<file path="src/rtl/usr_serial_deserializer.sv">
// Serial-to-parallel receiver for a universal shift register's serial output.
// Collects WIDTH bits in either bit order, hands each finished word to a
// consumer through a one-word valid/ready holding register, and raises a
// sticky overrun flag whenever a finished word finds the holding register full.
module usr_serial_deserializer #(
    parameter int unsigned WIDTH = 8,
    parameter int unsigned CNT_W = 4
) (
    input  logic             clk_i,
    input  logic             reset_i,
    input  logic             sin_i,
    input  logic             sin_valid_i,
    input  logic             msb_first_i,
    input  logic             frame_start_i,
    output logic [WIDTH-1:0] dout_o,
    output logic             dout_valid_o,
    input  logic             dout_ready_i,
    output logic             busy_o,
    output logic [CNT_W-1:0] bit_cnt_o,
    output logic             overrun_o,
    input  logic             overrun_clr_i
);

    logic [WIDTH-1:0] sr_q, sr_d;
    logic [CNT_W-1:0] bit_cnt_q, bit_cnt_d;
    logic             dir_q, dir_d;
    logic [WIDTH-1:0] dout_q, dout_d;
    logic             dout_valid_q, dout_valid_d;
    logic             overrun_q, overrun_d;

    logic [WIDTH-1:0] sr_base;
    logic [CNT_W-1:0] cnt_base;
    logic             dir_eff;
    logic [WIDTH-1:0] shifted;
    logic             complete;
    logic             hold_free;

    // Next-state: frame_start clears the partial word before the current bit
    // is shifted in, so a coincident bit starts a fresh word.
    always_comb begin
        sr_base      = frame_start_i ? '0 : sr_q;
        cnt_base     = frame_start_i ? '0 : bit_cnt_q;
        // Direction is only taken from msb_first_i on the first bit of a word.
        dir_eff      = (cnt_base == '0) ? msb_first_i : dir_q;
        shifted      = dir_eff ? {sr_base[WIDTH-2:0], sin_i} : {sin_i, sr_base[WIDTH-1:1]};
        complete     = sin_valid_i && (cnt_base == CNT_W'(WIDTH - 1));
        hold_free    = !dout_valid_q || dout_ready_i;

        sr_d         = sr_base;
        bit_cnt_d    = cnt_base;
        dir_d        = dir_q;
        dout_d       = dout_q;
        dout_valid_d = dout_valid_q && !dout_ready_i;
        overrun_d    = overrun_clr_i ? 1'b0 : overrun_q;

        if (sin_valid_i) begin
            sr_d  = shifted;
            dir_d = dir_eff;
            if (complete) begin
                bit_cnt_d = '0;
                if (hold_free) begin
                    dout_d       = shifted;
                    dout_valid_d = 1'b1;
                end else begin
                    // Drop wins over a same-cycle clear.
                    overrun_d = 1'b1;
                end
            end else begin
                bit_cnt_d = cnt_base + CNT_W'(1);
            end
        end
    end

    // State registers with synchronous active-high reset.
    always_ff @(posedge clk_i) begin
        if (reset_i) begin
            sr_q         <= '0;
            bit_cnt_q    <= '0;
            dir_q        <= 1'b0;
            dout_q       <= '0;
            dout_valid_q <= 1'b0;
            overrun_q    <= 1'b0;
        end else begin
            sr_q         <= sr_d;
            bit_cnt_q    <= bit_cnt_d;
            dir_q        <= dir_d;
            dout_q       <= dout_d;
            dout_valid_q <= dout_valid_d;
            overrun_q    <= overrun_d;
        end
    end

    assign dout_o       = dout_q;
    assign dout_valid_o = dout_valid_q;
    assign busy_o       = (bit_cnt_q != '0);
    assign bit_cnt_o    = bit_cnt_q;
    assign overrun_o    = overrun_q;

endmodule

</file>
<file path="config.mk">
export PLATFORM = sky130hd
export DESIGN_NAME = usr_serial_deserializer
export DESIGN_NICKNAME = d
export VERILOG_FILES = /design/src/rtl/usr_serial_deserializer.sv
export SDC_FILE = /design/constraint.sdc
export NUM_CORES = 1
export LEC_CHECK = 0
export CORE_ASPECT_RATIO = 0.9
export CORE_MARGIN = 3
export CORE_UTILIZATION = 48
export DETAILED_ROUTE_END_ITERATION = 8
export GPL_TIMING_DRIVEN = 0
export HOLD_SLACK_MARGIN = 0.08
export PLACE_DENSITY = 0.77
export REMOVE_ABC_BUFFERS = 1
export SETUP_SLACK_MARGIN = 0.4
export SLEW_MARGIN = 25
export SYNTH_ARGS = -nofsm -noshare
export SYNTH_HDL_FRONTEND = slang
export SYNTH_SLANG_ARGS = --single-unit
</file>
<file path="constraint.sdc">
create_clock -name clk_i -period 1.9 [get_ports clk_i]
set_input_delay 0.38 -clock clk_i [delete_from_list [all_inputs] [get_ports clk_i]]
set_output_delay 0.38 -clock clk_i [all_outputs]
set_load 0.02 [all_outputs]
</file>
==> summary.md, run 1 <==
| Metric | Value |
|---|---|
| Setup TNS | `0 ns` |
| CTS max path bufs | `2` |
| Sequential Area | `465 sq um` |
| IO buf count | `22` |
| CTS Sinks | `23` |
| Measured slew at the worst slew-check pin | `0.714 ns` |
| Simple-gate share of the synthesized area | `19.3%` |
| TritonCTS clock tree | `built` |
| Commonest non-fill, non-tap cell in the layout | `dfxtp_1` |
| Site Rows | `15` |
| Via density | `6.24` |
| Time the worst path needs with I/O delays and setup | `1.71 ns` |
| Final setup margin | `0.185 ns` |
| Cells after Synth | `118` |
| Commonest non-fill, non-tap cells in the layout | `dfxtp_1, dlygate4sd2_1, a31oi_1, nor2_1, nand3_1` |
| Max frequency | `0.583 GHz` |
| Post-route DRC | `0` |
| Number of antenna diodes | `0` |
| Status | `finished, final reports clean` |
| Initial Utilization | `52.7%` |
| Core area | `1990 sq um` |
| Sequential fraction of the synthesis area | `43.9%` |
| Post-layout util | `73.1%` |
| Compound-Gate Fraction of Synth Area | `29.4%` |
| Ratio of final minimum period to clock period | `90.2%` |
| MaxCap Viol Count | `0` |
| Pwr Density | `591 nW/um^2` |
| Worst relative slew slack | `52.4%` |
| CP Capture Type | `primary output` |
| DRC marker count from the first detailed-route iteration | `40` |
| Worst-path clk slew | `0.13 ns` |
| RSZ-0062 raised after global routing | `true` |
| GPL Wtd Cong | `0.790` |
| Critical Path RT | `1.52 ns` |
| Die area | `2780 sq um` |
| Area of the mapped netlist | `1050 sq um` |
| Synth Register Bits | `23` |
| Antenna viol nets, final | `0` |
| Hold Buf Count CTS | `0` |
| Wirelength, routed | `2.66 mm` |
| Largest family of logic cells by synthesized area | `compound AO/OA/AOI/OAI gates` |
| Cts bufs inserted | `3` |
| Overall power | `0.860 mW` |
| Layout cells sized above 1 | `27.6%` |
| Hpwl dp | `1.52 mm` |
| Dpl ws | `-0.812 ns` |
| Layout area overhead | `38.8%` |
| Multi-input logic area | `677 sq um` |
| Wirelength per Cell | `15.6 um` |
| GRT Resource Usage Total | `19.0%` |
| Width of the die | `55.3 um` |
| Startpoint types | `flip-flop` |
| Lkg Pwr | `0.568 nW` |
| Post-Synth XOR/XNOR Area | `1.67%` |
| Synth Area in Adders | `1.19%` |
| Clock insertion delay at the later pin of the skew report | `0.32 ns` |
| Final Max Tran Viols | `0` |
| # setup viols final | `0` |
| Hold WC Path Type | `input port to flip-flop` |
| Critical Path Fanout Max | `2` |
| I/O pins | `23` |
| Max Clock Skew | `0.00227 ns` |
| Largest net degree at the start of global routing | `25` |
| Worst VDD drop | `0.676 mV` |
| Worst EP arrival | `1.33 ns` |
| Critical path class | `flip-flop to primary output` |
| Mux contribution to synthesized area | `0%` |
| Final net count | `155` |
| DRT Pass-1 Iters | `5` |
| Fin. Hold Viols | `0` |
| Die extent in y | `50.3 um` |
| Fillers | `155` |
| Syn. warnings | `0` |
| CTS Root Cell | `clkbuf_4` |
| Yosys cell types | `36` |
| Syn avg cell area | `8.89 sq um` |
| Via count | `1061` |
| Via count of the first global-routing pass | `953` |
| Initial antenna violation count | `0` |
| H-tree depth | `1` |
| First-pass GRT wire length | `4.25 mm` |
| GR Overflow Total | `0` |
[final cells by class]
type / count / share of cell area (%)
inverter: 2 / 0.516
timing repair buffer: 27 / 16.9
clock inverter: 1 / 0.344
clock buffer: 3 / 1.55
multi-input combinational: 89 / 46.5
tap: 25 / 2.15
sequential: 23 / 32.0
[synth_stat cells]
library cell / number / area, sq um
clkbuf_1: 3 / 11.3
nand3b_1: 1 / 7.51
buf_2: 2 / 10.0
nor2_1: 12 / 45.0
xnor2_1: 1 / 8.76
a21bo_1: 1 / 10.0
ha_1: 1 / 12.5
xor2_1: 1 / 8.76
or4_1: 1 / 7.51
nor3_1: 1 / 5.00
nor2_2: 1 / 6.26
nor4_1: 1 / 6.26
dfxtp_1: 23 / 460
nor2b_1: 2 / 12.5
a21oi_1: 2 / 10.0
a211oi_1: 2 / 15.0
o21ba_2: 1 / 10.0
o21bai_1: 4 / 30.0
o21ai_0: 7 / 35.0
nand3_1: 11 / 55.1
a2111oi_2: 2 / 30.0
a22o_1: 1 / 8.76
o32ai_1: 1 / 8.76
nor3b_1: 1 / 7.51
inv_1: 2 / 7.51
buf_6: 1 / 11.3
and3_1: 3 / 18.8
a21boi_2: 1 / 11.3
buf_4: 1 / 7.51
nand2b_1: 2 / 12.5
a311oi_1: 2 / 17.5
o21bai_4: 1 / 18.8
a31oi_1: 11 / 68.8
o21ai_1: 5 / 25.0
o2111ai_1: 1 / 8.76
nand2_1: 5 / 18.8
[power breakdown]
group / leakage, nW / internal [mW] / switching (mW)
combinational: 0.362 / 0.0573 / 0.0671
sequential: 0.188 / 0.493 / 0.00982
clock: 0.0177 / 0.0789 / 0.154
[timing repair]
action | CTS | global route
resized for setup | 51 | 9
pin swaps | 2 | 4
endpoints found under the setup margin | 37 | 19
cloned | 1 | 2
setup buffers | 3 | 2
[per-layer routing]
layer	global-route usage, %	up-vias	wire (um)
met5	0	-	0
li1	-	507	-
met4	5.67	0	49
met1	23.1	493	1140
met3	5.66	8	203
met2	32.5	53	1260
[state kept, by name, indices dropped and copies added (netlist names)]
| name | count |
|---|---|
| overrun_o | 1 |
| bit_cnt_o | 4 |
| dout_valid_o | 1 |
| dir_q | 1 |
| dout_o | 8 |
| sr_q | 8 |
[kinds of logic (layout without fill, tap and decap cells)]
| logic type | after synthesis | in the layout |
|---|---|---|
| AOI/OAI and AO/OA | 42 | 44 |
| and+or+nand+nor | 41 | 42 |
| DFF | 23 | 23 |
| buffers and inverters | 9 | 33 |
| xor gates and xnor gates | 2 | 2 |
| adders and majority gates | 1 | 1 |
[worst max-delay path, cell delays in order, from the launching register on]
cell and delay (ns):
dfxtp_2 0.35, or4_4 0.52, buf_6 0.14
[stage by stage]
stage	hold slack [ns]	cells	area, sq um
6_report	0.473	170	1460
5_1_grt	0.492	170	1460
4_1_cts	0.457	166	1380
3_5_place_dp	0.494	158	1260
3_3_place_gp	0.486	158	1260
2_1_floorplan	0.449	111	1010
[worst paths after layout]
path / start / to / slack, ns / cells past startpoint
worst max register to register: bit_cnt_o[0]$_SDFF_PP0_ / dout_o[7]$_SDFFE_PP0P_ / 0.37 / 6
worst max-delay path: bit_cnt_o[1]$_SDFF_PP0_ / busy_o / 0.19 / 2
worst min-delay path: frame_start_i / bit_cnt_o[2]$_SDFF_PP0_ / 0.47 / 2
worst min register to register: bit_cnt_o[3]$_SDFF_PP0_ / bit_cnt_o[3]$_SDFF_PP0_ / 0.51 / 2
Note: power is estimated with default switching activity, not from simulation.
==> run 2: changes to the inputs <==
CORE_UTILIZATION = 45   (was 48)
PLACE_DENSITY = 0.73   (was 0.77)
==> summary.md, run 2 (synthesis results as in run 1) <==
| Metric | Value |
|---|---|
| Wirelength, routed | `2.53 mm (-4.7%)` |
| Hold Buf Count CTS | `0 (unchanged)` |
| Commonest non-fill, non-tap cell in the layout | `dfxtp_1` |
| Worst-path clk slew | `0.12 ns (about the same)` |
| DRT Pass-1 Iters | `4 (-1)` |
| Core area | `2060 sq um (+3.8%)` |
| Via density | `5.91 (-5.3%)` |
| Site Rows | `15 (unchanged)` |
| CP top delay family | `simple AND/OR/NAND/NOR gates` |
| Width of the die | `56.9 um (+2.9%)` |
| Hold WC Path Type | `input port to flip-flop` |
| Logic pwr share | `14.0% (-0.5 points)` |
| RSZ-0062 raised after global routing | `true` |
| Max Clock Skew | `0.00424 ns (+0.00197 ns)` |
| TritonCTS clock tree | `built` |
| Layout cells sized above 1 | `25.9% (-1.7 points)` |
| Time the worst path needs with I/O delays and setup | `1.71 ns (-0.00780 ns)` |
| Critical Path Fanout Max | `5 (+3)` |
| Number of antenna diodes | `0 (unchanged)` |
| Die extent in y | `51.8 um (+2.9%)` |
| Status | `finished, final reports clean` |
| # setup viols final | `0 (unchanged)` |
| Critical path class | `flip-flop to primary output` |
| Final non-filler cell total | `168 (-1.2%)` |
| Initial Utilization | `50.8% (-1.9 points)` |
| Largest net degree at the start of global routing | `25 (unchanged)` |
| Commonest non-fill, non-tap cells in the layout | `dfxtp_1, dlygate4sd2_1, a31oi_1, nor2_1, nand3_1` |
| Register share of total power | `59.3% (+0.8 points)` |
| GPL Wtd Cong | `0.759 (-3.9%)` |
| Worst relative slew slack | `53.5% (+1.1 points)` |
| Layout area overhead | `34.5%` |
| Sw power | `0.218 mW (-5.6%)` |
| Lkg Pwr | `0.554 nW (-2.5%)` |
| Hpwl dp | `1.58 mm (+4.3%)` |
| GR Overflow Total | `0 (unchanged)` |
| Final net count | `153 (-1.3%)` |
| Measured slew at the worst slew-check pin | `0.697 ns (-0.0169 ns)` |
| First-pass GRT wire length | `4.20 mm (-1.3%)` |
| H-tree depth | `1 (unchanged)` |
| Wirelength per Cell | `15.1 um (-3.6%)` |
| IO buf count | `22 (unchanged)` |
| Clk network pwr share | `26.7% (-0.4 points)` |
| Die area | `2950 sq um (+5.9%)` |
| Dpl ws | `-0.819 ns (-0.00742 ns)` |
| Max frequency | `0.586 GHz (+0.46%)` |
| CP cell instances | `or4_4, buf_6` |
| Final Max Tran Viols | `0 (unchanged)` |
| Placed Cells | `158 (unchanged)` |
| Pwr Density | `601 nW/um^2 (+1.7%)` |
| I/O pins | `23 (unchanged)` |
| Hold_ws | `0.455 ns (-0.0176 ns)` |
| Setup TNS | `0 ns (unchanged)` |
| Startpoint types | `flip-flop` |
| MaxCap Viol Count | `0 (unchanged)` |
| Switching Share | `25.7% (-1.1 points)` |
| Clock insertion delay at the later pin of the skew report | `0.31 ns (about the same)` |
| Worst VDD drop | `0.566 mV (-16%)` |
| CP Buf/Inv Count | `1 (unchanged)` |
| GRT Resource Usage Total | `18.4% (-0.59 points)` |
| Via count of the first global-routing pass | `900 (-5.6%)` |
| DRC marker count from the first detailed-route iteration | `25 (-38%)` |
| Slowest CP cell | `or4_4` |
| Design Area, Final | `1410 sq um (-3.1%)` |
| Post-route DRC | `0 (unchanged)` |
| Worst EP arrival | `1.33 ns (about the same)` |
| Overall power | `0.847 mW (-1.5%)` |
| Ratio of final minimum period to clock period | `89.8% (-0.41 points)` |
| Initial antenna violation count | `0 (unchanged)` |
| Cts bufs inserted | `3 (unchanged)` |
| Final setup margin | `0.193 ns (+0.00780 ns)` |
| DP Area | `1260 sq um (unchanged)` |
| Max stage delay on crit path | `0.51 ns (about the same)` |
| Fin. Hold Viols | `0 (unchanged)` |
| Pint | `0.629 mW (about the same)` |
| Via count | `993 (-6.4%)` |
| CP Capture Type | `primary output` |
| CTS Sinks | `23 (unchanged)` |
| Critical Path RT | `1.52 ns (about the same)` |
| Antenna viol nets, final | `0 (unchanged)` |
| CTS max path bufs | `2 (unchanged)` |
| Post-layout util | `68.3% (-4.8 points)` |
| CTS Root Cell | `clkbuf_4` |
[run 2: final timing paths]
check                          startpoint                       to  slack [ns]  cells after the start
setup / recovery  bit_cnt_o[0]$_SDFF_PP0_                   busy_o        0.19                      2
hold / removal              frame_start_i  bit_cnt_o[2]$_SDFF_PP0_        0.46                      2
setup reg to reg  bit_cnt_o[0]$_SDFF_PP0_       sr_q[0]$_SDFF_PP0_        0.27                      7
hold reg to reg    dout_o[1]$_SDFFE_PP0P_   dout_o[1]$_SDFFE_PP0P_        0.51                      2
[run 2: power groups by stage]
stage / Sequential [mW] / Clock (mW) / Combinational [mW]
6_report: 0.502 / 0.226 / 0.119
5_1_grt: 0.503 / 0.253 / 0.128
4_1_cts: 0.501 / 0.232 / 0.114
3_5_place_dp: 0.511 / 0 / 0.0943
3_3_place_gp: 0.511 / 0 / 0.0936
2_1_floorplan: 0.512 / 0 / 0.0472
[run 2: repair_timing]
item | in CTS | in global routing
resized for setup | 55 | 5
gates cloned | 1 | 0
setup endpoints to repair | 37 | 20
buffers inserted | 5 | 0
endpoints found under the hold margin | 0 | 0
pin swaps | 4 | 1
[run 2: area by class of cell]
cell class	count	area, sq um
clock buffer	4	26.3
fill	175	654
inverter	2	7.51
multi-input combinational	87	642
sequential	23	465
tap	25	31.3
timing repair buffer	27	238
[run 2: layer usage]
| layer | GRT usage, % | up-vias | share of wire (%) |
|---|---|---|---|
| met5 | 0 | - | 0 |
| met4 | 4.63 | 0 | 0.32 |
| met3 | 5.46 | 2 | 5.9 |
| met2 | 28.5 | 33 | 47 |
| met1 | 25.1 | 465 | 47 |
| li1 | - | 493 | - |
[run 2: worst register-to-register path, delay by kind of cell, from the launching register on]
family | cells | cell delay [ns]
AO/OA/AOI/OAI | 3 | 0.53
adder cells (fa/ha/maj) | 1 | 0.19
buffers and inverters | 2 | 0.25
flip-flops | 1 | 0.38
AND/OR/NAND/NOR | 1 | 0.18
